[src/rtl/voice_mixer_n.sv]
// N-voice sample mixer: gathers one sample per enabled voice, sums with saturation,
// applies a master arithmetic shift and emits one mixed sample with a valid pulse.
module voice_mixer_n #(
  parameter int NUM_VOICES   = 3,
  parameter int SAMPLE_WIDTH = 16,
  parameter int TIMEOUT      = 63
) (
  input  logic                               clk,
  input  logic                               reset,
  input  logic [NUM_VOICES-1:0]              voice_enable,
  input  logic [NUM_VOICES*SAMPLE_WIDTH-1:0] sample_in,
  input  logic [NUM_VOICES-1:0]              sample_ready,
  input  logic [2:0]                         master_shift,
  output logic [SAMPLE_WIDTH-1:0]            mix_out,
  output logic                               mix_valid,
  output logic                               timeout_flag,
  output logic [NUM_VOICES-1:0]              missing_mask,
  output logic                               overrun
);

  localparam int SW   = SAMPLE_WIDTH;
  localparam int SUMW = SW + $clog2(NUM_VOICES);
  localparam int TW   = $clog2(TIMEOUT + 1);
  localparam logic signed [SUMW-1:0] MAX_VAL = {{(SUMW-SW+1){1'b0}}, {(SW-1){1'b1}}};
  localparam logic signed [SUMW-1:0] MIN_VAL = {{(SUMW-SW+1){1'b1}}, {(SW-1){1'b0}}};

  typedef enum logic [1:0] {IDLE, COLLECT, SUM} state_t;

  state_t                 state_reg, state_next;
  logic [NUM_VOICES-1:0]  got_reg, got_next;
  logic [NUM_VOICES-1:0]  cap;
  logic [TW-1:0]          timer_reg, timer_next;
  logic                   to_reg, to_next;
  logic                   complete;
  logic signed [SW-1:0]   sample_reg [NUM_VOICES];
  logic signed [SUMW-1:0] contrib [NUM_VOICES];
  logic signed [SUMW-1:0] sum, shifted, sat;

  assign cap      = sample_ready & voice_enable;
  // Completion looks at this edge's captures too, so the last ready moves straight to SUM.
  assign complete = (((got_reg | cap) & voice_enable) == voice_enable) && (voice_enable != '0);

  always_ff @(posedge clk or posedge reset) begin
    if (reset) begin
      for (int i = 0; i < NUM_VOICES; i++) sample_reg[i] <= '0;
    end else begin
      for (int i = 0; i < NUM_VOICES; i++)
        if (cap[i]) sample_reg[i] <= sample_in[i*SW +: SW];
    end
  end

  generate
    for (genvar gi = 0; gi < NUM_VOICES; gi++) begin : g_contrib
      assign contrib[gi] = (got_reg[gi] & voice_enable[gi]) ? SUMW'(sample_reg[gi]) : '0;
    end
  endgenerate

  always_comb begin
    sum = '0;
    for (int i = 0; i < NUM_VOICES; i++) sum = sum + contrib[i];
    shifted = sum >>> master_shift;
    if (shifted > MAX_VAL)      sat = MAX_VAL;
    else if (shifted < MIN_VAL) sat = MIN_VAL;
    else                        sat = shifted;
  end

  always_comb begin
    state_next = state_reg;
    got_next   = got_reg;
    timer_next = timer_reg;
    to_next    = to_reg;
    case (state_reg)
      IDLE: begin
        got_next   = cap;
        timer_next = '0;
        to_next    = 1'b0;
        if (cap != '0) state_next = complete ? SUM : COLLECT;
      end
      COLLECT: begin
        got_next   = got_reg | cap;
        timer_next = timer_reg + 1'b1;
        if (voice_enable == '0) begin
          state_next = IDLE;
          got_next   = '0;
        end else if (complete) begin
          state_next = SUM;
        end else if (timer_reg == TW'(TIMEOUT - 1)) begin
          state_next = SUM;
          to_next    = 1'b1;
        end
      end
      SUM: begin
        // Readies landing during SUM open the next frame.
        got_next   = cap;
        timer_next = '0;
        to_next    = 1'b0;
        state_next = (cap != '0) ? COLLECT : IDLE;
      end
      default: state_next = IDLE;
    endcase
  end

  always_ff @(posedge clk or posedge reset) begin
    if (reset) begin
      state_reg    <= IDLE;
      got_reg      <= '0;
      timer_reg    <= '0;
      to_reg       <= 1'b0;
      mix_out      <= '0;
      mix_valid    <= 1'b0;
      timeout_flag <= 1'b0;
      missing_mask <= '0;
      overrun      <= 1'b0;
    end else begin
      state_reg    <= state_next;
      got_reg      <= got_next;
      timer_reg    <= timer_next;
      to_reg       <= to_next;
      mix_valid    <= (state_reg == SUM);
      timeout_flag <= (state_reg == SUM) && to_reg;
      overrun      <= (state_reg == COLLECT) && ((cap & got_reg) != '0);
      if (state_reg == SUM) begin
        mix_out      <= sat[SW-1:0];
        missing_mask <= voice_enable & ~got_reg;
      end
    end
  end

endmodule
[config.mk]
export PLATFORM = sky130hd
export DESIGN_NAME = voice_mixer_n
export DESIGN_NICKNAME = d
export VERILOG_FILES = /design/src/rtl/voice_mixer_n.sv
export SDC_FILE = /design/constraint.sdc
export NUM_CORES = 1
export LEC_CHECK = 0
export CAP_MARGIN = 10
export CORE_AREA = 2 2 127 129
export DETAILED_ROUTE_END_ITERATION = 6
export DIE_AREA = 0 0 129 131
export PLACE_DENSITY = 0.54
export SLEW_MARGIN = 20
export SYNTH_ARGS = -nofsm -noshare
export SYNTH_HDL_FRONTEND = slang
export SYNTH_SLANG_ARGS = --single-unit
[constraint.sdc]
create_clock -name clk -period 4.8 [get_ports clk]
set_clock_uncertainty 0.15 [all_clocks]
set_input_delay 0.96 -clock clk [delete_from_list [all_inputs] [get_ports clk]]
set_output_delay 0.96 -clock clk [all_outputs]
set_load 0.005 [all_outputs]
==> summary.txt <==
Clock network
  – Clk_lat worst skew: 0.35 ns
  – CTS buffer count: 9
  – CTS Buffer Depth: 2
  – Reg clk slew, reported paths: 0.06 ns
  – Clock H-tree levels: 3
  – Post-CTS Setup Bufs: 0
  – CTS tree: done
  – Clk sinks: 82
  – Root buffer cell: clkbuf_16
  – Hold-fix buffers, CTS: 0

STA
  – Tcrit/Tclk final: 94.79%
  – Pins Over Slew Limit: 0
  – F_max: 219.8 MHz
  – Relative max-transition margin: 41.19%
  – # setup viols final: 0
  – Slew @ Worst Pin: 0.8800 ns
  – Post-route setup slack: 0.2500 ns
  – Final hold viol count: 0
  – Unrepaired setup endpoints after global routing: false
  – Final Critical Period: 4.550 ns
  – Hold slack: 0.3372 ns

Worst setup path
  – FF-to-FF Start: got_reg[2]
  – Crit path launch type: input pin
  – WP data arrival: 4.69 ns
  – Critical Path RT: 4.94 ns
  – Peak fanout along the critical path: 14
  – Crit-path slowest cell: fa_1
  – Crit path cell chain: clkdlybuf4s50_1, and2_1, buf_12, nand2_1, fa_1, inv_1, ha_1, o211ai_1, o211ai_2, and3_2, o22ai_1, xor2_1, o21a_1, a2111oi_1, o22a_1
  – Max incr delay on CP: 0.55 ns
  – Crit-path leading delay family: compound AO/OA/AOI/OAI gates
  – RR Endpoint: mix_out[9]
  – Reg2reg setup slack: 0.96 ns
  – Setup crit end kind: register
  – Crit Path Category: in -> reg
  – WP buf/inv: 3
  – Reg2reg path depth: 14

Floorplanning
  – FP Rows: 46
  – Core Area: 15600 sq um
  – Die area: 16900 sq um
  – Top Ports: 81
  – Initial Util: 35.32%
  – Die span in x: 129 um
  – Die height: 131 um

Worst hold path
  – Worst hold path class: reg -> reg
  – Worst Hold Path Cells: 1
  – Hold Path End: timeout_flag
  – Hold path start: to_reg

Cells and area
  – Layout Nets: 794
  – Post-route cell area: 7289 sq um
  – Syn-to-layout area delta: 32.32%
  – Final Instance Count excl. Fillers: 921
  – Antenna diodes: 0
  – Max reg flops: 48
  – Share of layout cells above drive strength 1: 22.41%

Synthesis
  – Post-synthesis sequential area ratio: 37.25%
  – Asr flop ratio synth: 100.0%
  – Synthesis-stage register bit count: 82
  – Most area-hungry cell type in the Yosys netlist: dfrtp_1
  – Most frequent cells after synthesis: nand2_1, dfrtp_1, mux2_2
  – Post-synthesis cell type count: 64
  – Ys Warns: 0
  – Top cells by area, synth: dfrtp_1, mux2_2, fa_1
  – Syn_nets: 671
  – Mapped Cells: 577
  – Cell Area, Synth: 5509 sq um
  – Count leader, synth: nand2_1
  – Top_reg_cell synth: dfrtp_1
  – Syn Area/Cell: 9.548 sq um
  – Post-synth EDFFs: 0
  – Top-area cell type share of the netlist area: 37.25%

Pwr
  – Total power: 0.002946 W
  – Cell area power density: 404.2 nW/um^2
  – P_leak: 3.225 nW
  – Worst vdd ir: 214.5 uV

Detailed routing
  – Vias per cell: 4.988
  – DRT iter0 DRCs: 318
  – Vias: 4594
  – DR WL/cell: 14.37 um
  – DR pass1 iterations: 5
  – Routed WL: 13.24 mm
  – DRC violations left: 0
  – Antenna viol nets, final: 0

GRT
  – First-pass GRT wire length: 22.58 mm
  – Initial antenna violation count: 0
  – Total track usage: 16.94%
  – Total gr overflow: 0
  – Pin count of the biggest net entering global routing: 41
  – Vias in the first global route: 4629

Place
  – DP HPWL: 10.48 mm
  – RD Place Congestion: 0.8390
  – Post-placement worst setup slack: -0.2273 ns
  – DP Cell Count: 905
  – Port Buffers: 80
  – Post-DP Area: 6939 sq um

Job
  – Max-cap violations: 0

Run status
  – Status: completed
[logic make-up after synthesis]
group	after synthesis	synth area share (%)
xor+xnor	17	2.703
buf+inv	70	5.496
fa+ha+maj	35	10.27
mux	58	11.90
compound gates	133	17.63
simple gates	182	14.76
flops	82	37.25
[area by class of cell]
type                       count  area [sq um]
clock buffer                  11         242.7
clock inverter                 5         85.08
fill                        1514          8308
inverter                      38         143.9
multi-input combinational    425          3177
sequential                    82          2052
tap                          216         270.3
timing repair buffer         144          1319
[per-stage QoR]
step	setup TNS, ns	utilization (%)
2_1_floorplan	0	-
3_3_place_gp	-0.5298	44.49
3_5_place_dp	-1.248	44.49
4_1_cts	0	46.59
5_1_grt	0	46.74
6_report	0	46.74
[routing by layer]
metal  wire (um)  global-route usage [%]  up-vias  part of all wire, %
met5           0                       0        -                    0
met4         275                   6.202        0                  2.1
met3         580                   3.624       18                  4.4
met2        5972                   26.11      104                   45
met1        6411                   23.59     2211                   48
li1            -                       -     2261                    -
[timing repair]
item,4_1_cts,5_1_grt
endpoints found under the setup margin,0,4
hold endpoints to repair,0,0
gates resized for setup,0,4
[where the power goes]
group	switching [W]	internal [W]	total, W
logic	0.000561	0.000650	0.00121
registers	0.000115	0.000859	0.000974
clock network	0.000289	0.000473	0.000762
total	0.000965	0.00198	0.00295
[cells in the final DEF, fill, tap and decap left out, types with 4 or more instances in the layout]
cell type	instances
nor2_1	47
nand3_1	6
xnor2_1	10
mux2_2	50
ha_1	17
fa_1	17
o21ai_0	23
o21a_1	5
dfrtp_1	82
o22ai_1	5
nor3_1	6
buf_4	61
a211oi_1	7
xor2_1	7
o211ai_1	5
clkdlybuf4s50_1	80
nand2b_1	6
a21oi_1	29
a211o_1	5
a211oi_2	7
a32o_1	4
clkbuf_16	9
mux2i_1	7
nand2_1	84
inv_1	35
and2_1	12
o21ai_1	5
[worst max-delay path by stage]
stage               startpoint     endpoint  cells after the start
2_1_floorplan  voice_enable[1]   mix_out[5]                     15
3_3_place_gp   voice_enable[2]  mix_out[14]                     16
3_5_place_dp   voice_enable[2]  mix_out[14]                     16
4_1_cts        voice_enable[2]  mix_out[14]                     16
5_1_grt        voice_enable[2]   mix_out[9]                     15
6_report       voice_enable[2]   mix_out[9]                     15
[worst register-to-register path, stage by stage, from the launching register on]
cell and delay, ns:
dfrtp_1 0.40, and2_1 0.22, buf_12 0.16, nand2_1 0.08, fa_1 0.55, inv_1 0.04, ha_1 0.34, o211ai_1 0.26
o211ai_2 0.18, and3_2 0.26, o22ai_1 0.18, xor2_1 0.13, o21a_1 0.21, a2111oi_1 0.41, o22a_1 0.20
Power figures use the tool's default switching activity.
